<file path="config.mk">
export PLATFORM = sky130hd
export DESIGN_NAME = ng_cinc_seq
export DESIGN_NICKNAME = d
export VERILOG_FILES = /design/src/rtl/ng_ctr_pkg.sv /design/src/rtl/ng_oc_add16.sv /design/src/rtl/ng_cinc_seq.sv
export SDC_FILE = /design/constraint.sdc
export NUM_CORES = 1
export LEC_CHECK = 0
export ABC_CLOCK_PERIOD_IN_PS = 5600
export CAP_MARGIN = 20
export CORE_ASPECT_RATIO = 1.25
export CORE_MARGIN = 2
export CORE_UTILIZATION = 50
export DETAILED_ROUTE_END_ITERATION = 7
export PLACE_DENSITY = 0.94
export SKIP_CTS_REPAIR_TIMING = 1
export SYNTH_ARGS = -nofsm -noshare
export SYNTH_HDL_FRONTEND = slang
export SYNTH_SLANG_ARGS = --single-unit
</file>
<file path="constraint.sdc">
create_clock -name CLK2 -period 5.6 [get_ports CLK2]
set_input_delay 0.56 -clock CLK2 [delete_from_list [all_inputs] [get_ports CLK2]]
set_output_delay 0.56 -clock CLK2 [all_outputs]
set_load 0.02 [all_outputs]
</file>
<file path="src/rtl/ng_ctr_pkg.sv">
// Shared types and constants for the counter-increment sequencer.
// The PINC/MINC addends are 16-bit ones-complement +1 and -1.
package ng_ctr_pkg;

   typedef enum logic [1:0] {
      IDLE,
      READ,
      CALC,
      WRITE
   } ctr_state_t;

   localparam logic [15:0] PINC_ADDEND = 16'o000001;
   localparam logic [15:0] MINC_ADDEND = 16'o177776;
   localparam logic [15:0] CTR_ADDR_LO = 16'o34;
   localparam logic [15:0] CTR_ADDR_HI = 16'o40;

endpackage

</file>
<file path="src/rtl/ng_oc_add16.sv">
// Combinational 16-bit ones-complement adder with end-around carry.
// The carry re-add cannot ripple out again: the largest raw sum is 0x1FFFE.
module ng_oc_add16 (
   input  logic [15:0] a,
   input  logic [15:0] b,
   output logic [15:0] sum
);

   logic [16:0] raw;

   always_comb begin
      raw = {1'b0, a} + {1'b0, b};
      sum = raw[15:0] + {15'b0, raw[16]};
   end

endmodule

</file>
<file path="src/rtl/ng_cinc_seq.sv">
// Counter-increment sequencer: steals one erasable-memory cycle per serviced
// PINC/MINC request, updates the counter word and strobes WOVR_n.
module ng_cinc_seq
   import ng_ctr_pkg::*;
#(
   parameter int AW = 12,
   parameter int DW = 15
) (
   input  logic          CLK2,
   input  logic          GENRST,
   input  logic          INST_END,
   input  logic          SB01,
   input  logic          SB02,
   input  logic [15:0]   CTR_BUS,
   output logic          MEM_RD_REQ,
   output logic          MEM_WR_REQ,
   input  logic          MEM_ACK,
   output logic [AW-1:0] MEM_ADDR,
   input  logic [DW-1:0] MEM_RD_DATA,
   output logic [DW-1:0] MEM_WR_DATA,
   output logic [15:0]   WRITE_BUS,
   output logic          WOVR_n,
   output logic          BUSY,
   output logic          CTR_DONE,
   output logic          SB_ERR
);

   ctr_state_t    state, state_nxt;
   logic          pinc_q;
   logic [DW-1:0] rd_word;
   logic [15:0]   word_ext;
   logic [15:0]   addend;
   logic [15:0]   sum;
   logic          take_req;
   logic          unused_ctr_hi;

   assign unused_ctr_hi = ^CTR_BUS[15:AW];
   assign take_req      = INST_END & (SB01 ^ SB02);

   always_comb begin
      state_nxt = state;
      case (state)
         IDLE:    if (take_req) state_nxt = READ;
         READ:    if (MEM_ACK)  state_nxt = CALC;
         CALC:                  state_nxt = WRITE;
         WRITE:   if (MEM_ACK)  state_nxt = IDLE;
         default:               state_nxt = IDLE;
      endcase
   end

   always_ff @(posedge CLK2 or negedge GENRST) begin
      if (!GENRST) state <= IDLE;
      else         state <= state_nxt;
   end

   // Request/busy flags are registered from the next state so they line up
   // with the state register; WOVR_n is low only on entry to WRITE.
   always_ff @(posedge CLK2 or negedge GENRST) begin
      if (!GENRST) begin
         MEM_RD_REQ <= 1'b0;
         MEM_WR_REQ <= 1'b0;
         BUSY       <= 1'b0;
         WOVR_n     <= 1'b1;
      end else begin
         MEM_RD_REQ <= (state_nxt == READ);
         MEM_WR_REQ <= (state_nxt == WRITE);
         BUSY       <= (state_nxt != IDLE);
         WOVR_n     <= !(state == CALC);
      end
   end

   // Completion must coincide with the accepting MEM_ACK cycle, so it is
   // decoded from the registered state and the acknowledge.
   assign CTR_DONE = (state == WRITE) & MEM_ACK;

   always_comb begin
      word_ext = {{(17 - DW){rd_word[DW-1]}}, rd_word[DW-2:0]};
      addend   = pinc_q ? PINC_ADDEND : MINC_ADDEND;
   end

   ng_oc_add16 u_add (
      .a   (word_ext),
      .b   (addend),
      .sum (sum)
   );

   always_ff @(posedge CLK2 or negedge GENRST) begin
      if (!GENRST) begin
         pinc_q      <= 1'b0;
         rd_word     <= '0;
         MEM_ADDR    <= '0;
         MEM_WR_DATA <= '0;
         WRITE_BUS   <= '0;
         SB_ERR      <= 1'b0;
      end else begin
         if (state == IDLE && INST_END && SB01 && SB02) SB_ERR <= 1'b1;
         if (state == IDLE && take_req) begin
            pinc_q   <= SB01;
            MEM_ADDR <= CTR_BUS[AW-1:0];
         end
         if (state == READ && MEM_ACK) rd_word <= MEM_RD_DATA;
         if (state == CALC) begin
            WRITE_BUS   <= sum;
            MEM_WR_DATA <= {sum[15], sum[DW-2:0]};
         end
      end
   end

endmodule

</file>
==> metrics.md <==
| Metric | Value |
|---|---|
| Post-synthesis register bit count | 51 |
| CP arrival | 4.63 ns |
| WL/cell | between 10 and 15 um |
| Simple-gate portion of the synthesized area | 13.7% |
| Crit-path leading delay family | compound AO/OA/AOI/OAI gates |
| Async S/R FF share, synth | between 90% and 100% |
| Tcrit/Tclk final | 79.5% |
| Post-synth EDFFs | 0 |
| Syn. warnings | 0 |
| Max Cap Viol | 0 |
| RD Place Congestion | 0.806 |
| Most frequent cells in the layout | clkdlybuf4s50_1 (80), dfrtp_1 (50), nand2_1 (30) |
| Core area | 6130 um2 |
| Via density | 5.55 |
| Final hold vios | 0 |
| Die extent in y | ~90 um |
| Avg Inst Size Synth | 10.5 um2 |
| Fin Setup TNS | 0 ns |
| GR Util All Layers | 20.0% |
| Max Clock Skew | 0.00900 ns |
| Rel. slew slack | 53.2% |
| Largest net degree at the start of global routing | 52 |
| Post-route minimum period | 4.45 ns |
| Yosys top cell by area | dfrtp_1 |
| Status | finished clean |
| Vias | between 2000 and 3000 |
| Crit path buf inv count | 1 |
| CP max FO | 14 |
| Sequential share of the synthesized area | 40.8% |
| Post-synthesis instance total | 298 |
| IO Count | 86 |
| Synth Area in Compound Gates | 16.4% |
| Antenna cells | 0 |
| Synth cell types | 60 |
| Initial DRC count | 116 |
| Startpoint Class | flip-flop |
| Initial antenna violation count | 0 |
| Initial core utilization | 51.1% |
| CTS H-tree depth | 2 |
| Clock Path Buffers | 2 |
| Layout cells sized above 1 | 15.6% |
| Worst slew pin tran | between 0.7 and 0.8 ns |
| ANT nets after route | 0 |
| Post-Synth XOR/XNOR Area | under 10% |
| Worst path most repeated cell | ha_1 |
| Clk sink count | 51 |
| CP endpoint kind | flip-flop |
| # DRC | 0 |
| Mux cell area share after synthesis | slightly above 10% |
| Clock-pin slew of the registers on the worst-case setup and hold paths | 0.10 ns |
| First-pass iteration count of the detailed router | 4 |
| Top-area cell type share of the netlist area | between 30% and 40% |
| Synthesized area | 3130 um2 |
| Pins Over Slew Limit | 0 |
| Num rows | 32 |
| Root Buffer | clkbuf_8 |
| Clock Latency Late Sink | 0.32 ns |
| CP peak stage delay | 0.46 ns |
| Synth-to-Final Area Change | 29.2% |
| Nets | 420 |
| Ys flop type | dfrtp_1 |
| Syn Nets | 353 |
| Port Buffer Count | 81 |
| Die ar. | 6910 um2 |
| CP max-delay cell | or3_4 |
| Critical path cell sequence | inv_1, ha_1, o21a_1, o31a_1, o211ai_1, a21oi_1, o31ai_1, nand2b_1, ha_1, nand3_1, a211oi_1, nand4_1, or3_4, nor4_1, a21o_1, a31oi_1 |
| Final wirelength | 6570 um |
| Die Wd | 74.8 um |
| Synth Area in Adders | 7.43% |
| CTS buffer count | 5 |
| Final-report setup violation count | 0 |
| Top cells by area, synth | dfrtp_1 (40%), mux2_2 (10%), ha_1 (6.8%) |
| CTS tree | built |
| HPWL Detailed | around 5100 um |
| First-pass GRT wire length | 10800 um |
| Critical path class | flip-flop to flip-flop |
| Gr ovfl total | 0 |
| Largest family of logic cells by synthesized area | compound AO/OA/AOI/OAI gates |
| Required time worst endpoint | 5.78 ns |
| F_max | 225 MHz |
| Vias in the first global route | approximately 2600 |
| Commonest non-fill, non-tap cell in the layout | clkdlybuf4s50_1 |
| Unrepaired setup endpoints after global routing | false |
| Hold Path Class | input pin to asynchronous set/reset pin |
==> final cells by class <==
cell class | count | area, um2
clock inverters | 2 | 38.8
repair buffers | 82 | 826
well taps | 85 | 106
inverters | 13 | 48.8
multi-input cells | 212 | 1670
flip-flops and latches | 51 | 1280
clock buffers | 6 | 82.6
fillers | 476 | 2080
==> path summary, 6_finish.rpt <==
check                                               start                          end  cells past startpoint  slack (ns)
worst max-delay path                   pinc_q$_DFFE_PN0P_  MEM_WR_DATA[13]$_DFFE_PN0N_                     16        1.15
worst min-delay path                               GENRST      MEM_ADDR[3]$_DFFE_PN0P_                      1        0.09
worst max register to register         pinc_q$_DFFE_PN0P_  MEM_WR_DATA[13]$_DFFE_PN0N_                     16        1.15
worst min register to register  WRITE_BUS[14]$_DFFE_PN0N_    WRITE_BUS[14]$_DFFE_PN0N_                      2        0.49
max in group asynchronous                          GENRST             WOVR_n$_DFF_PN1_                      2        4.96
min in group CLK2               WRITE_BUS[14]$_DFFE_PN0N_    WRITE_BUS[14]$_DFFE_PN0N_                      2        0.49
==> flip-flops by register name (all words and copies together) (netlist names) <==
register	count
WOVR_n	1
state	2
MEM_WR_DATA	15
BUSY	1
rd_word	15
MEM_WR_REQ	1
MEM_ADDR	12
SB_ERR	1
pinc_q	1
MEM_RD_REQ	1
WRITE_BUS	1
==> per-stage QoR <==
stage | cells | hold WS (ns) | util, % | cell area (um2) | worst slack (ns)
after floorplan | 298 | 0.264 | - | 3130 | 1.91
after global placement | 442 | 0.448 | 63.7 | 3900 | 1.41
after detailed placement | 442 | 0.468 | 63.7 | 3900 | 1.22
after CTS | 450 | 0.482 | 65.7 | 4030 | 1.17
after global routing | 451 | 0.0895 | 66.0 | 4050 | 0.749
final | 451 | 0.0903 | 66.0 | 4050 | 1.15
==> layer usage <==
layer  track usage, %  up-vias  wire length, um
li1                 -     1196                -
met2             36.4      108             3510
met4             7.74        0              119
met3             7.18       10              583
met1             20.2     1189             2360
met5                0        -                0
==> kinds of logic after synthesis <==
family,after synthesis
simple gates,80
compound gates,67
flops,51
buf+inv,35
mux,28
xor+xnor,19
fa+ha+maj,18
==> cell usage after synthesis (3+ instances only) <==
| library cell | count |
|---|---|
| dfrtp_1 | 50 |
| nand2_1 | 30 |
| mux2_2 | 28 |
| ha_1 | 17 |
| buf_4 | 15 |
| inv_1 | 13 |
| o21ai_0 | 12 |
| nand3_1 | 10 |
| xnor2_1 | 9 |
| xor2_1 | 9 |
| a21oi_1 | 8 |
| nor2_1 | 7 |
| clkbuf_1 | 5 |
| a21o_1 | 4 |
| and3_1 | 4 |
| nor2b_1 | 4 |
| o21ai_1 | 4 |
| a31oi_1 | 3 |
| and2_1 | 3 |
| nand4_1 | 3 |
| o31a_1 | 3 |
| o31ai_1 | 3 |
| or2_2 | 3 |
Power is not shown: default switching activity piles up to over one toggle a cycle in this logic, so the estimate is an artifact.
